**src/rtl/alu_op_sequencer.sv**
```systemverilog
// Control sequencer for one register-register ALU instruction on the shared-bus
// data path: Y load, ALU execute, Z writeback (LO/HI for 64-bit results).
module alu_op_sequencer #(
  parameter logic [4:0] OP_MUL = 5'b01110,
  parameter logic [4:0] OP_DIV = 5'b01111
) (
  input  logic        Clock,
  input  logic        clear,
  input  logic        start,
  input  logic [4:0]  op_in,
  input  logic [3:0]  ra,
  input  logic [3:0]  rb,
  input  logic [3:0]  rc,
  output logic        busy,
  output logic        done,
  output logic [4:0]  op,
  output logic [15:0] Rout,
  output logic [15:0] Rin,
  output logic        Yin,
  output logic        Zlowin,
  output logic        ZHighin,
  output logic        Zlowout,
  output logic        Zhighout,
  output logic        LOin,
  output logic        HIin
);

  typedef enum logic [2:0] {
    S_IDLE   = 3'd0,
    S_LOAD_Y = 3'd1,
    S_EXEC   = 3'd2,
    S_WB_LO  = 3'd3,
    S_WB_HI  = 3'd4,
    S_DONE   = 3'd5
  } state_t;

  state_t     r_state;
  state_t     w_next;
  logic [4:0] r_op;
  logic [3:0] r_ra;
  logic [3:0] r_rb;
  logic [3:0] r_rc;
  logic       r_wide;
  logic       w_accept;
  logic       w_wide_in;

  function automatic logic [15:0] onehot16(input logic [3:0] idx);
    return 16'(1) << idx;
  endfunction

  assign w_accept  = (r_state == S_IDLE) && start;
  assign w_wide_in = (op_in == OP_MUL) || (op_in == OP_DIV);

  // NOTE: sequential state uses non-blocking assignments so every register
  // samples pre-edge values; clear is checked first, making the reset synchronous.
  always_ff @(posedge Clock) begin
    if (!clear) begin
      r_state <= S_IDLE;
      r_op    <= '0;
      r_ra    <= '0;
      r_rb    <= '0;
      r_rc    <= '0;
      r_wide  <= 1'b0;
    end else begin
      r_state <= w_next;
      if (w_accept) begin
        r_op   <= op_in;
        r_ra   <= ra;
        r_rb   <= rb;
        r_rc   <= rc;
        r_wide <= w_wide_in;
      end
    end
  end

  // NOTE: every output is given a default before the case so no path through
  // this block leaves a signal unassigned, which would infer a latch.
  always_comb begin
    w_next   = S_IDLE;
    busy     = 1'b1;
    done     = 1'b0;
    op       = 5'b00000;
    Rout     = '0;
    Rin      = '0;
    Yin      = 1'b0;
    Zlowin   = 1'b0;
    ZHighin  = 1'b0;
    Zlowout  = 1'b0;
    Zhighout = 1'b0;
    LOin     = 1'b0;
    HIin     = 1'b0;

    case (r_state)
      S_IDLE: begin
        busy   = 1'b0;
        w_next = start ? S_LOAD_Y : S_IDLE;
      end
      S_LOAD_Y: begin
        Rout   = onehot16(r_rb);
        Yin    = 1'b1;
        w_next = S_EXEC;
      end
      S_EXEC: begin
        Rout    = onehot16(r_rc);
        op      = r_op;
        Zlowin  = 1'b1;
        ZHighin = r_wide;
        w_next  = S_WB_LO;
      end
      S_WB_LO: begin
        Zlowout = 1'b1;
        if (r_wide) begin
          LOin   = 1'b1;
          w_next = S_WB_HI;
        end else begin
          Rin    = onehot16(r_ra);
          w_next = S_DONE;
        end
      end
      S_WB_HI: begin
        Zhighout = 1'b1;
        HIin     = 1'b1;
        w_next   = S_DONE;
      end
      S_DONE: begin
        done   = 1'b1;
        w_next = S_IDLE;
      end
      // Unused encodings present all-zero outputs and fall back to IDLE.
      default: begin
        busy   = 1'b0;
        w_next = S_IDLE;
      end
    endcase
  end

endmodule

```
**config.mk**
```make
export PLATFORM = sky130hd
export DESIGN_NAME = alu_op_sequencer
export DESIGN_NICKNAME = d
export VERILOG_FILES = /design/src/rtl/alu_op_sequencer.sv
export SDC_FILE = /design/constraint.sdc
export NUM_CORES = 1
export LEC_CHECK = 0
export CAP_MARGIN = 40
export CORE_UTILIZATION = 36
export CTS_CLUSTER_SIZE = 25
export DETAILED_ROUTE_END_ITERATION = 10
export HOLD_SLACK_MARGIN = 0.12
export PLACE_DENSITY = 0.8
export SYNTH_ARGS = -nofsm -noshare
export SYNTH_HDL_FRONTEND = slang
export SYNTH_SLANG_ARGS = --single-unit
```
**constraint.sdc**
```tcl
create_clock -name Clock -period 1.6 [get_ports Clock]
set_input_delay 0.16 -clock Clock [delete_from_list [all_inputs] [get_ports Clock]]
set_output_delay 0.16 -clock Clock [all_outputs]
set_load 0.03 [all_outputs]
```
### Word-level counts from Yosys, hierarchy flattened

Index checks and enable logic that the tools add are counted.

| storage, ports and cells | value |
|---|---|
| bits of input ports | 20 |
| word-level logic and storage cells | 36 |
| flip-flop bits (word level) | 21 |

| cells by class | value |
|---|---|
| shift-type cells | 3 |
| reductions and logical operators | 4 |
| equality and inequality tests | 7 |
| muxes and demuxes | 16 |

Operators by type and width:

| kind | number |
|---|---|
| 1-bit by 4-bit left shift with 16-bit output (first input constant) | 3 |
| 16-bit two-way mux | 2 |
| 16-bit one-hot mux with 2 select lines | 1 |
| 3-bit one-hot mux with 5 select lines | 1 |
| 1-bit two-way mux | 11 |
| 5-bit by 4-bit == test with 1-bit output (second input constant) | 2 |
| 3-bit by 2-bit == test with 1-bit output (second input constant) | 2 |
| 3-bit == test (second input constant) | 2 |
| 5-bit two-way mux | 1 |
| 5-bit OR reduction | 1 |
| 3-bit by 1-bit == test with 1-bit output (second input constant) | 1 |
| 3-bit zero test | 1 |
| 1-bit logical AND | 1 |
| 1-bit logical OR | 1 |

### Depth between registers and ports, before layout

| depth | value |
|---|---|
| depth after elaboration | 3 |
| gate-level depth with buffers | 5 |
| depth with buffers taken out | 3 |

### Worst setup path before layout

OpenSTA, ideal clock, no wires.

| timing path | value |
|---|---|
| kind | reg2out |
| start point | reg r_state[1] |
| end point | out Rout[0] |
| path slack | -0.862 ns |
| buffers on the path | 1 |
| stages on the path, launching flop included | 5 |
| data arrival time | 2.302 ns |
| data required time | 1.440 ns |
| cells stage by stage | dfxtp_1 -> nor3b_4 -> buf_6 -> mux2_2 -> nor4_1 |

| on the way | value |
|---|---|
| longest elaborated chain between the ends | 2 |

RTL lines:

| item | line | text |
|---|---|---|
| start, declared | 37 | `state_t r_state;` |
| start signal, assigned | 65 | `r_state <= w_next;` |
| 3-bit by 2-bit == test with 1-bit output or 3-bit by 1-bit == test with 1-bit output (tied branches) | 93 | `case (r_state)` |
| 16-bit one-hot mux with 2 select lines * | 93 |  |
| end, declared | 17 | `output logic [15:0] Rout,` |

Every way passes the cells marked *; elsewhere a longest branch is shown, timed or not.

### Worst setup path in the final report

| timing path | value |
|---|---|
| start point | reg r_state[0] |
| end point | out Rout[8] |

Same word-level chain as after synthesis.

==> summary.md <==
| Metric | Value |
|---|---|
| HP Start | `ra[0]` |
| Final RePlAce weighted congestion | `0.769` |
| GRT Total Usage | `21.2%` |
| Avg Vias per Cell | `5.14` |
| Clk pin slew, worst setup/hold paths | `0.12 ns` |
| CP Launch Type | `register` |
| Fillcell total | `264` |
| Final hold violations | `0` |
| Final Max Slew Viols | `0` |
| Crit-path slowest cell | `mux2_4` |
| Worst R2R Start | `r_state[0]` |
| Post-Route Skew | `0.00338 ns` |
| Final design utilization | `75.0%` |
| Syn nets | `184` |
| Non-filler cells, final | `292` |
| Clock Path Buffers | `2` |
| Maxcap violations | `0` |
| Row count | `21` |
| # IOs | `66` |
| Largest net degree at the start of global routing | `19` |
| DR pass1 iterations | `4` |
| Worst setup startpoint | `r_state[0]` |
| Syn Area/Cell | `7.81 sq um` |
| Die footprint | `3800 sq um` |
| Layout Nets | `267` |
| Measured slew at the worst slew-check pin | `0.408 ns` |
| CP max stage delay | `0.40 ns` |
| Antenna Nets Post-Route | `0` |
| Stages on worst setup path | `5` |
| Critical Path RT | `1.44 ns` |
| Global-route wire length before repair | `5950 um` |
| Area Growth Syn to Fin | `96.9%` |
| DRC | `0` |
| Critical Path Fanout Max | `8` |
| Largest area contributor in the synthesized netlist | `dfxtp_1` |
| GRT Residual Overflow | `0` |
| Crit path max-delay family | `simple AND/OR/NAND/NOR gates` |
| Share of cells above drive strength 1 | `48.4%` |
| PwrDens | `685 nW/um^2` |
| Setup crit end kind | `output pin` |
| Seq/Total Area, Yosys | `32.8%` |
| Time the worst path needs with I/O delays and setup | `2.09 ns` |
| CTS tree | `built` |
| Core area | `3360 sq um` |
| CTS Buf Count | `3` |
| Buf/Inv on CP | `2` |
| F_max | `478 MHz` |
| Die Y | `61.7 um` |
| Post-synthesis cell area | `1280 sq um` |
| Drt wl/cell | `13.6 um` |
| Setup-failing EPs final | `40` |
| Vias in the first global route | `1331` |
| N_diodes | `0` |
| Die extent in x | `61.7 um` |
| Clk root buf | `clkbuf_4` |
| Dpl hpwl | `3100 um` |
| Skew-Pair Late Insertion Delay | `0.31 ns` |
| FF-to-FF path depth | `5` |
| Post-route clock period utilization | `131%` |
| Port buffer count | `65` |
| Placed Cells | `283` |
| Unique masters post-synth | `34` |
| Commonest cells after routing, fill and taps aside | `buf_4 (54), nand2_1 (37), clkdlybuf4s50_1 (19)` |
| Clock Sink Count | `21` |
| Most common cell after layout, fill and taps aside | `buf_4` |
| Initial antenna violation count | `0` |
| Synth area leaders | `dfxtp_1 (33%), nand2_1 (11%), a21boi_0 (9.4%), nor4_1 (7.8%), nor2_1 (3.8%)` |
| CTS H-tree lvls | `1` |
| Status | `finished with violations` |
| Setup repair after global routing missed its margin | `true` |
| Register bit total from synthesis | `21` |
| Crit path arrival time | `1.93 ns` |
| Worst Hold Depth | `3` |
| Slew HR | `72.8%` |
| PnR worst setup slack | `-0.494 ns` |
| Crit-path cells | `nor3b_4 > buf_12 > mux2_4 > nor4_4 > buf_6` |
| Leak Pwr | `0.954 nW` |
| Yosys warns | `0` |
| CP Class | `reg -> out` |
| Hold Crit Class | `in -> reg` |
| Mapped Cells | `164` |
| Vias | `1502` |
| Initial Util | `38.1%` |
| Failing checks | `negative setup slack` |
| Post-synth top area share | `32.8%` |
| Worst vdd ir | `0.503 mV` |
| First-iteration detailed-routing DRC count | `20` |
| Detailed Route WL | `3970 um` |
==> logic make-up (layout without fill, tap and decap cells) <==
logic type | Yosys count | in the layout | synth area share, %
buffers and inverters | 12 | 94 | 4.59
flip-flops | 21 | 21 | 32.8
XOR/XNOR | 1 | 1 | 0.684
multiplexers | 6 | 6 | 5.57
AO/OA/AOI/OAI | 23 | 23 | 13.1
AND/OR/NAND/NOR | 101 | 101 | 43.3
==> path summary, 6_finish.rpt <==
check	to	slack [ns]
worst max-delay path	Rout[8]	-0.49
worst min-delay path	r_ra[0]	0.39
worst max register to register	r_op[4]	0.08
worst min register to register	r_op[1]	0.48
==> registers in the layout (all words and copies together) (netlist names) <==
name,count
r_rb,4
r_ra,4
r_rc,4
r_wide,1
r_state,3
r_op,5
==> synth_stat cells, drive strengths merged <==
cell,instances
dfxtp,21
nor3,6
nand3,1
nor2b,1
and3,1
clkbuf,7
nor4,16
o21a,1
nand4b,1
and3b,2
o21bai,1
nor3b,6
nor2,13
a21o,1
and2,7
nand2,37
buf,5
nand2b,3
a21oi,2
xnor2,1
mux2,3
nand4,1
nor4b,1
nand3b,3
mux2i,3
or4b,1
a21boi,18
nand4bb,1
==> through the flow <==
step                power, mW  worst slack, ns  TNS (ns)  hold slack, ns  area [sq um]
detailed placement       1.44           -0.255     -3.25           0.466          2390
finish                   1.73           -0.494    -13.02           0.388          2520
floorplan                1.14           -0.294     -4.29           0.295          1650
CTS                      1.72           -0.514    -12.63           0.386          2490
global route             1.82           -0.592    -16.65           0.408          2520
global placement         1.41           -0.223     -2.74           0.448          2390
==> power breakdown <==
part,total [mW],switching [mW],leakage (nW),internal [mW]
sequential,0.621,0.0473,0.174,0.573
clock,0.258,0.165,0.0177,0.0933
combinational,0.850,0.467,0.763,0.383
==> layer usage <==
metal	global-route usage (%)	up-vias	share of wire, %
met1	22.0	714	39
li1	-	740	-
met4	5.40	0	1.0
met5	0	-	0
met3	3.15	6	3.6
met2	43.5	42	57
==> worst register-to-register path, stage by stage, from the launching register on <==
cell and delay (ns):
dfxtp_2 0.35, buf_4 0.19, or4b_1 0.50, buf_4 0.21, nand2_1 0.08, a21boi_0 0.08
==> final cells by class <==
type | count | area [sq um] | share of cell area, %
multi-input cells | 131 | 1170 | 46.5
clock inverters | 1 | 5.00 | 0.198
clock buffers | 3 | 22.5 | 0.893
flip-flops and latches | 21 | 427 | 16.9
well taps | 46 | 57.6 | 2.28
repair buffers | 90 | 837 | 33.2
==> repair_timing <==
item / in CTS / in global routing
resized for setup: 16 / 6
endpoints found under the setup margin: 41 / 41
hold buffers: 0 / 0
hold endpoints to repair: 0 / 0
pin swaps: 3 / 4
setup buffers: 2 / 3
(Power assumes the default switching activity.)
